**config.mk**
```make
export PLATFORM = sky130hd
export DESIGN_NAME = cache_arbiter_flat
export DESIGN_NICKNAME = d
export VERILOG_FILES = /design/src/rtl/cache_arbiter_pkg.sv /design/src/rtl/cache_arbiter_if.sv /design/src/rtl/cache_arbiter_sat_counter.sv /design/src/rtl/cache_arbiter.sv /design/src/flat_wrapper.sv
export SDC_FILE = /design/constraint.sdc
export NUM_CORES = 1
export LEC_CHECK = 0
export CORE_AREA = 2 2 286 288
export DETAILED_ROUTE_END_ITERATION = 10
export DIE_AREA = 0 0 288 290
export GPL_TIMING_DRIVEN = 0
export PLACE_DENSITY = 0.3
export SLEW_MARGIN = 20
export SYNTH_ARGS = -nofsm -noshare
export SYNTH_HDL_FRONTEND = slang
export SYNTH_SLANG_ARGS = --single-unit
```
**constraint.sdc**
```tcl
create_clock -name clk -period 2.69 [get_ports clk]
set_input_delay 0.538 -clock clk [delete_from_list [all_inputs] [get_ports clk]]
set_output_delay 0.538 -clock clk [all_outputs]
set_load 0.005 [all_outputs]
```
**src/rtl/cache_arbiter_pkg.sv**
```systemverilog
`default_nettype none
// ============================================================================
//  Module   : lc3b_types (package)
//  Purpose  : Shared LC-3b types used by the memory-side cache arbiter:
//             line type, arbiter grant encoding and the line offset width.
//  Revision : 1.0 - initial release
// ============================================================================
package lc3b_types;

    typedef logic [15:0]  lc3b_word;
    typedef logic [127:0] lc3b_line;

    typedef enum logic {
        GRANT_I = 1'b0,
        GRANT_D = 1'b1
    } lc3b_arb_grant;

    // A 16-byte line: the low address bits select a byte inside the line.
    localparam int LC3B_LINE_OFFSET_BITS = 4;

    // The port that wins a tie is always the one that did not win last time.
    function automatic lc3b_arb_grant other_grant(input lc3b_arb_grant g);
        return (g == GRANT_I) ? GRANT_D : GRANT_I;
    endfunction

endpackage
`default_nettype wire

```
**src/rtl/cache_arbiter_if.sv**
```systemverilog
`default_nettype none
// ============================================================================
//  Module   : cache_arbiter_if
//  Purpose  : Bundles the I-cache, D-cache and physical-memory handshakes
//             seen by the cache arbiter.
//  Modports : slave  - arbiter view (caches and memory drive its inputs)
//             master - environment view (caches + memory model)
//  Revision : 1.0 - initial release
// ============================================================================
interface cache_arbiter_if #(
    parameter int ADDR_WIDTH = 16,
    parameter int LINE_WIDTH = 128
);
    // I-cache side
    logic                  icache_pmem_read;
    logic [ADDR_WIDTH-1:0] icache_pmem_address;
    logic [LINE_WIDTH-1:0] icache_pmem_rdata;
    logic                  icache_pmem_resp;
    // D-cache side
    logic                  dcache_pmem_read;
    logic                  dcache_pmem_write;
    logic [ADDR_WIDTH-1:0] dcache_pmem_address;
    logic [LINE_WIDTH-1:0] dcache_pmem_wdata;
    logic [LINE_WIDTH-1:0] dcache_pmem_rdata;
    logic                  dcache_pmem_resp;
    // Physical memory side
    logic                  pmem_read;
    logic                  pmem_write;
    logic [ADDR_WIDTH-1:0] pmem_address;
    logic [LINE_WIDTH-1:0] pmem_wdata;
    logic [LINE_WIDTH-1:0] pmem_rdata;
    logic                  pmem_resp;

    modport slave (
        input  icache_pmem_read, icache_pmem_address,
        output icache_pmem_rdata, icache_pmem_resp,
        input  dcache_pmem_read, dcache_pmem_write, dcache_pmem_address, dcache_pmem_wdata,
        output dcache_pmem_rdata, dcache_pmem_resp,
        output pmem_read, pmem_write, pmem_address, pmem_wdata,
        input  pmem_rdata, pmem_resp
    );

    modport master (
        output icache_pmem_read, icache_pmem_address,
        input  icache_pmem_rdata, icache_pmem_resp,
        output dcache_pmem_read, dcache_pmem_write, dcache_pmem_address, dcache_pmem_wdata,
        input  dcache_pmem_rdata, dcache_pmem_resp,
        input  pmem_read, pmem_write, pmem_address, pmem_wdata,
        output pmem_rdata, pmem_resp
    );

endinterface
`default_nettype wire

```
**src/rtl/cache_arbiter_sat_counter.sv**
```systemverilog
`default_nettype none
// ============================================================================
//  Module   : sat_counter
//  Purpose  : Up-counter that sticks at all-ones instead of wrapping.
//  Ports    : clk, rst (sync, active-high), clear (sync), inc, count
//  Revision : 1.0 - initial release
// ============================================================================
module sat_counter #(
    parameter int WIDTH = 16
) (
    input  wire logic             clk,
    input  wire logic             rst,
    input  wire logic             clear,
    input  wire logic             inc,
    output logic      [WIDTH-1:0] count
);

    logic [WIDTH-1:0] r_count;

    always_ff @(posedge clk) begin
        if (rst || clear) begin
            r_count <= '0;
        end else if (inc && (r_count != '1)) begin
            r_count <= r_count + 1'b1;
        end
    end

    assign count = r_count;

endmodule
`default_nettype wire

```
**src/rtl/cache_arbiter.sv**
```systemverilog
`default_nettype none
// ============================================================================
//  Module   : cache_arbiter
//  Purpose  : Shares one physical-memory port between the I-cache and the
//             D-cache, one line transaction at a time, round-robin on ties.
//  Ports    : clk, rst (sync, active-high)
//             bus               - cache/memory handshakes (slave modport)
//             contention_count  - IDLE cycles with both caches requesting
//             transaction_count - completed memory transactions
//  Revision : 1.0 - initial release
// ============================================================================
module cache_arbiter
    import lc3b_types::*;
#(
    parameter int ADDR_WIDTH = 16,
    parameter int LINE_WIDTH = 128,
    parameter int CNT_WIDTH  = 16
) (
    input  wire logic                 clk,
    input  wire logic                 rst,
    cache_arbiter_if.slave            bus,
    output logic      [CNT_WIDTH-1:0] contention_count,
    output logic      [CNT_WIDTH-1:0] transaction_count
);

    localparam logic [1:0] ST_IDLE    = 2'd0;
    localparam logic [1:0] ST_SERVE_I = 2'd1;
    localparam logic [1:0] ST_SERVE_D = 2'd2;

    logic [1:0]            r_state;
    logic [1:0]            w_state_next;
    lc3b_arb_grant         r_last_grant;
    lc3b_arb_grant         w_new_grant;
    logic                  w_grant_load;
    logic                  w_ireq;
    logic                  w_dreq;
    logic                  w_contention_inc;
    logic                  w_transaction_inc;
    logic [ADDR_WIDTH-1:0] w_i_line_addr;
    logic [ADDR_WIDTH-1:0] w_d_line_addr;

    assign w_ireq = bus.icache_pmem_read;
    assign w_dreq = bus.dcache_pmem_read | bus.dcache_pmem_write;

    // Memory is line-addressed: the byte offset inside the line is dropped.
    assign w_i_line_addr = {bus.icache_pmem_address[ADDR_WIDTH-1:LC3B_LINE_OFFSET_BITS],
                            {LC3B_LINE_OFFSET_BITS{1'b0}}};
    assign w_d_line_addr = {bus.dcache_pmem_address[ADDR_WIDTH-1:LC3B_LINE_OFFSET_BITS],
                            {LC3B_LINE_OFFSET_BITS{1'b0}}};

    // Read data is broadcast; only the resp strobes identify the owner.
    assign bus.icache_pmem_rdata = bus.pmem_rdata;
    assign bus.dcache_pmem_rdata = bus.pmem_rdata;

    // ------------------------------------------------------------------
    // Next-state and grant selection
    // ------------------------------------------------------------------
    always_comb begin
        w_state_next      = r_state;
        w_new_grant       = r_last_grant;
        w_grant_load      = 1'b0;
        w_contention_inc  = 1'b0;
        w_transaction_inc = 1'b0;
        case (r_state)
            ST_IDLE: begin
                if (w_ireq && w_dreq) begin
                    w_contention_inc = 1'b1;
                    w_grant_load     = 1'b1;
                    w_new_grant      = other_grant(r_last_grant);
                    w_state_next     = (w_new_grant == GRANT_I) ? ST_SERVE_I : ST_SERVE_D;
                end else if (w_ireq) begin
                    w_grant_load = 1'b1;
                    w_new_grant  = GRANT_I;
                    w_state_next = ST_SERVE_I;
                end else if (w_dreq) begin
                    w_grant_load = 1'b1;
                    w_new_grant  = GRANT_D;
                    w_state_next = ST_SERVE_D;
                end
            end
            ST_SERVE_I: begin
                // A dropped request is an abort: leave without counting.
                if (!w_ireq) begin
                    w_state_next = ST_IDLE;
                end else if (bus.pmem_resp) begin
                    w_state_next      = ST_IDLE;
                    w_transaction_inc = 1'b1;
                end
            end
            ST_SERVE_D: begin
                if (!w_dreq) begin
                    w_state_next = ST_IDLE;
                end else if (bus.pmem_resp) begin
                    w_state_next      = ST_IDLE;
                    w_transaction_inc = 1'b1;
                end
            end
            default: begin
                w_state_next = ST_IDLE;
            end
        endcase
    end

    always_ff @(posedge clk) begin
        if (rst) begin
            r_state      <= ST_IDLE;
            r_last_grant <= GRANT_D;
        end else begin
            r_state <= w_state_next;
            if (w_grant_load) begin
                r_last_grant <= w_new_grant;
            end
        end
    end

    // ------------------------------------------------------------------
    // Memory strobes and cache responses. Everything is gated by the
    // live request so an abort drops the strobes in the same cycle, and
    // by rst so a reset mid-transaction silences the bus immediately.
    // ------------------------------------------------------------------
    always_comb begin
        bus.pmem_read        = 1'b0;
        bus.pmem_write       = 1'b0;
        bus.pmem_address     = '0;
        bus.pmem_wdata       = '0;
        bus.icache_pmem_resp = 1'b0;
        bus.dcache_pmem_resp = 1'b0;
        if (!rst) begin
            case (r_state)
                ST_SERVE_I: begin
                    bus.pmem_read        = w_ireq;
                    bus.pmem_address     = w_i_line_addr;
                    bus.icache_pmem_resp = w_ireq & bus.pmem_resp;
                end
                ST_SERVE_D: begin
                    // Write wins if the D-cache raises both strobes.
                    bus.pmem_write       = bus.dcache_pmem_write;
                    bus.pmem_read        = bus.dcache_pmem_read & ~bus.dcache_pmem_write;
                    bus.pmem_address     = w_d_line_addr;
                    bus.pmem_wdata       = bus.dcache_pmem_wdata;
                    bus.dcache_pmem_resp = w_dreq & bus.pmem_resp;
                end
                default: begin
                end
            endcase
        end
    end

    // ------------------------------------------------------------------
    // Performance counters
    // ------------------------------------------------------------------
    sat_counter #(.WIDTH(CNT_WIDTH)) u_contention_cnt (
        .clk   (clk),
        .rst   (rst),
        .clear (1'b0),
        .inc   (w_contention_inc),
        .count (contention_count)
    );

    sat_counter #(.WIDTH(CNT_WIDTH)) u_transaction_cnt (
        .clk   (clk),
        .rst   (rst),
        .clear (1'b0),
        .inc   (w_transaction_inc),
        .count (transaction_count)
    );

endmodule
`default_nettype wire

```
**src/flat_wrapper.sv**
```systemverilog
// flat-port wrapper written by rule: the top's interface ports become plain ports
module cache_arbiter_flat import lc3b_types::*;
#(
    parameter int ADDR_WIDTH = 16,
    parameter int LINE_WIDTH = 128,
    parameter int CNT_WIDTH  = 16
)
  (clk, rst, contention_count, transaction_count, bus_icache_pmem_read, bus_icache_pmem_address, bus_icache_pmem_rdata, bus_icache_pmem_resp, bus_dcache_pmem_read, bus_dcache_pmem_write, bus_dcache_pmem_address, bus_dcache_pmem_wdata, bus_dcache_pmem_rdata, bus_dcache_pmem_resp, bus_pmem_read, bus_pmem_write, bus_pmem_address, bus_pmem_wdata, bus_pmem_rdata, bus_pmem_resp);
  cache_arbiter_if #(.ADDR_WIDTH(ADDR_WIDTH), .LINE_WIDTH(LINE_WIDTH)) bus_i ();
  input  wire logic clk;
  input  wire logic rst;
  output logic      [CNT_WIDTH-1:0] contention_count;
  output logic      [CNT_WIDTH-1:0] transaction_count;
  input wire logic [$bits(bus_i.icache_pmem_read)-1:0] bus_icache_pmem_read;
  input wire logic [$bits(bus_i.icache_pmem_address)-1:0] bus_icache_pmem_address;
  output wire logic [$bits(bus_i.icache_pmem_rdata)-1:0] bus_icache_pmem_rdata;
  output wire logic [$bits(bus_i.icache_pmem_resp)-1:0] bus_icache_pmem_resp;
  input wire logic [$bits(bus_i.dcache_pmem_read)-1:0] bus_dcache_pmem_read;
  input wire logic [$bits(bus_i.dcache_pmem_write)-1:0] bus_dcache_pmem_write;
  input wire logic [$bits(bus_i.dcache_pmem_address)-1:0] bus_dcache_pmem_address;
  input wire logic [$bits(bus_i.dcache_pmem_wdata)-1:0] bus_dcache_pmem_wdata;
  output wire logic [$bits(bus_i.dcache_pmem_rdata)-1:0] bus_dcache_pmem_rdata;
  output wire logic [$bits(bus_i.dcache_pmem_resp)-1:0] bus_dcache_pmem_resp;
  output wire logic [$bits(bus_i.pmem_read)-1:0] bus_pmem_read;
  output wire logic [$bits(bus_i.pmem_write)-1:0] bus_pmem_write;
  output wire logic [$bits(bus_i.pmem_address)-1:0] bus_pmem_address;
  output wire logic [$bits(bus_i.pmem_wdata)-1:0] bus_pmem_wdata;
  input wire logic [$bits(bus_i.pmem_rdata)-1:0] bus_pmem_rdata;
  input wire logic [$bits(bus_i.pmem_resp)-1:0] bus_pmem_resp;
  assign bus_i.icache_pmem_read = bus_icache_pmem_read;
  assign bus_i.icache_pmem_address = bus_icache_pmem_address;
  assign bus_icache_pmem_rdata = bus_i.icache_pmem_rdata;
  assign bus_icache_pmem_resp = bus_i.icache_pmem_resp;
  assign bus_i.dcache_pmem_read = bus_dcache_pmem_read;
  assign bus_i.dcache_pmem_write = bus_dcache_pmem_write;
  assign bus_i.dcache_pmem_address = bus_dcache_pmem_address;
  assign bus_i.dcache_pmem_wdata = bus_dcache_pmem_wdata;
  assign bus_dcache_pmem_rdata = bus_i.dcache_pmem_rdata;
  assign bus_dcache_pmem_resp = bus_i.dcache_pmem_resp;
  assign bus_pmem_read = bus_i.pmem_read;
  assign bus_pmem_write = bus_i.pmem_write;
  assign bus_pmem_address = bus_i.pmem_address;
  assign bus_pmem_wdata = bus_i.pmem_wdata;
  assign bus_i.pmem_rdata = bus_pmem_rdata;
  assign bus_i.pmem_resp = bus_pmem_resp;
  cache_arbiter #(.ADDR_WIDTH(ADDR_WIDTH), .LINE_WIDTH(LINE_WIDTH), .CNT_WIDTH(CNT_WIDTH)) u_core (.clk(clk), .rst(rst), .bus(bus_i), .contention_count(contention_count), .transaction_count(transaction_count));
endmodule
```
==> results of run 1 <==
==> timing repair <==
item / in CTS / in global routing
gates cloned: 1 / 1
endpoints found under the setup margin: 158 / 40
setup buffers: 2 / 2
gates resized for setup: 205 / 37
==> layout make-up <==
class,count,area (um2),area share [%]
repair buffers,595,5920,47.1
plain buffers,289,2230,17.7
multi-input cells,330,2170,17.3
well taps,1060,1330,10.6
flip-flops and latches,35,706,5.61
clock buffers,8,156,1.24
inverters,9,36.3,0.289
diodes,10,25.0,0.199
==> worst max-delay path by stage <==
| stage | endpoint | slack (ns) | cells past startpoint |
|---|---|---|---|
| after global routing | bus_pmem_wdata[69] | 0.004 | 8 |
| after global placement | bus_pmem_wdata[80] | -1.76 | 6 |
| final | bus_pmem_wdata[2] | 0.09 | 7 |
| after detailed placement | bus_pmem_wdata[80] | -1.75 | 6 |
| after floorplan | u_core.u_transaction_cnt.count[13] | 0.71 | 7 |
| after CTS | bus_pmem_wdata[115] | 0.0003 | 8 |
==> where the power goes <==
part           total (uW)  leakage (uW)  internal, uW  switching, uW
registers             539      0.000284           527           11.4
logic                1410       0.00521           963            445
clock network         640     0.0000772           395            245
==> metal layers <==
layer	global-route usage [%]	routed length [um]	up-vias
met1	11.2	17000	2932
met3	3.94	4710	21
met2	15.7	19500	347
li1	-	-	3159
met5	0	39	-
met4	1.62	452	6
==> logic make-up (layout without fill, tap and decap cells) <==
family | after synthesis | in the layout | share of synthesized area [%]
AOI/OAI and AO/OA | 78 | 78 | 10.5
adders and majority gates | 6 | 6 | 1.53
buffers and inverters | 298 | 901 | 43.1
DFF | 35 | 35 | 14.2
muxes | 5 | 5 | 1.14
other | 1 | 14 | 0.0762
and+or+nand+nor | 237 | 237 | 29.4
==> flip-flops by register name, indices dropped and copies added, names as in the netlist <==
name,count
u_core.u_contention_cnt.count,16
u_core.r_state,2
u_core.u_transaction_cnt.count,16
u_core.r_last_grant,1
==> critical path, delay by kind of cell (launching register included) <==
family,cells,cell delay (ns)
flip-flops,1,0.36
buffers and inverters,4,0.99
adder cells (fa/ha/maj),1,0.14
AND/OR/NAND/NOR,2,0.27
==> stage by stage <==
stage	util, %	setup WS (ns)	power [uW]
after global routing	15.7	0.00426	2750
after detailed placement	15.2	-1.75	1960
after floorplan	-	0.712	1020
final	15.7	0.0944	2590
after global placement	15.2	-1.76	1960
after CTS	15.5	0.000268	2660
==> cell usage in the layout (no fill, tap or decap), drive strengths merged, types with 3 or more instances in the layout <==
cell,instances
inv,9
clkdlybuf4s50,470
nor3,4
and2,131
and4,6
dlygate4sd2,78
mux2,5
buf,282
o31ai,15
o21ai,10
clkdlybuf4s15,10
o41ai,5
conb,4
or4,17
nor2,22
nor4,6
ha,6
a22oi,12
a21oi,28
dlymetal6s2s,25
clkbuf,26
diode,10
nor2b,6
and3,3
nand3,7
nand2,16
nand4,7
dfxtp,35
or3,7
==> out/results.txt, run 1 <==
outcome: complete, no violations
Detail Placement HPWL: 37.7 mm
CTS tree: yes
hold buffers post-CTS: 0
Remaining Overflow, GRT: 0
CP required: 2.15 ns
placed cell count: 2312
Die H: 290 um
FF-to-FF End: u_core.u_transaction_cnt.count[13]
Yosys top cell by area: buf_4
top cells by area, synth: buf_4, and2_1, dfxtp_1
# nets final: 1565
max-cap violation count: 0
Peak VDD IR: 0.178 mV
CTS Buffer Depth: 2
crit path kind: flop to output pin
CORE AREA: 80200 um2
Reg-to-Reg Start: u_core.u_transaction_cnt.count[0]
initial antenna violation count: 12
share of the yosys chip area belonging to registers: 14.2%
DRT Pass-1 Iters: 4
fraction of layout cells with a size suffix above 1: 27.6%
detailed-route vias per instance: 2.77
row count: 104
Slew Viols, Final: 0
synth cell count leaders: buf_4, and2_1, dfxtp_1, a21oi_1, nor2_1
final hold slack: 0.511 ns
Layout Cells excl Fill: 2336
fillcell total: 9137
Worst Reg-to-Reg Cells: 7
yosys warns: 0
Post-Syn Area: 4920 um2
worst min path class: flop to flop
crit-path max cell delay: 0.64 ns
number of H-tree levels: 2
largest net degree at the start of global routing: 11
CP max FO: 5
Hold Fails Final Rpt: 0
fmax: 385 MHz
worst skew pair latency: 0.29 ns
hold endpoint: u_core.u_transaction_cnt.count[8]
setup tns final: 0 ns
ANT nets after route: 0
Slew Limit Headroom: 42.6%
CTS buffer count: 5
startpoint types: flop
Post-Synthesis Cells: 660
Synth cell types: 43
area grow syn2layout: 156%
CP startpoint: u_core.r_state[0]
total track usage: 9.38%
slowest CP cell: clkdlybuf4s50_1
vias: 6465
DRC Markers: 0
PwrDens: 206 nW/um2
static leakage: 0.00557 uW
number of I/O pins: 730
clock slew at the register clock pins of the worst setup and hold paths: 0.06 ns
area share of the leading cell type in the synthesized netlist: 39.7%
ys flop type: dfxtp_1
# clock sinks: 35
Die Width: 288 um
RSZ-0062 raised after global routing: false
Port-buffer cells: 589
Root Buffer: clkbuf_16
Synth Register Bits: 35
# setup viols final: 0
Post-synth EDFFs: 0
hold path startpoint: u_core.u_transaction_cnt.count[8]
final worst-path cycle share: 96.5%
placed instance area: 12200 um2
Post-Route WL: 41.7 mm
WL/cell: 17.9 um
effective utilization at floorplan: 6.14%
Final Skew: 0.00867 ns
Critical Path AT: 2.06 ns
vias in the first global route: 6453
FFs w/ async S/R, synth: 0%
Tmin final: 2.60 ns
routability cong.: 0.778
initial drt markers: 193
die area: 83500 um2
Synth Area per Inst: 7.45 um2
Worst Hold Path Cells: 2
design area: 12600 um2
CP endpoint kind: output pin
first-pass GRT wire length: 54.3 mm
r2r setup slk: 0.41 ns
critical path cell sequence: inv_4 -> ha_4 -> nor2b_4 -> buf_12 -> clkbuf_16 -> and2_1 -> clkdlybuf4s50_1
slew at the pin with the worst max-slew slack: 0.853 ns
cell with the most instances after synthesis: buf_4
(Power assumes the default switching activity.)
==> run 2, diff against run 1 <==
Settings changed: SLEW_MARGIN 20 to unset.
==> results of run 2 <==
Same layout as run 1: the final DEF is identical, and so are final timing and power.
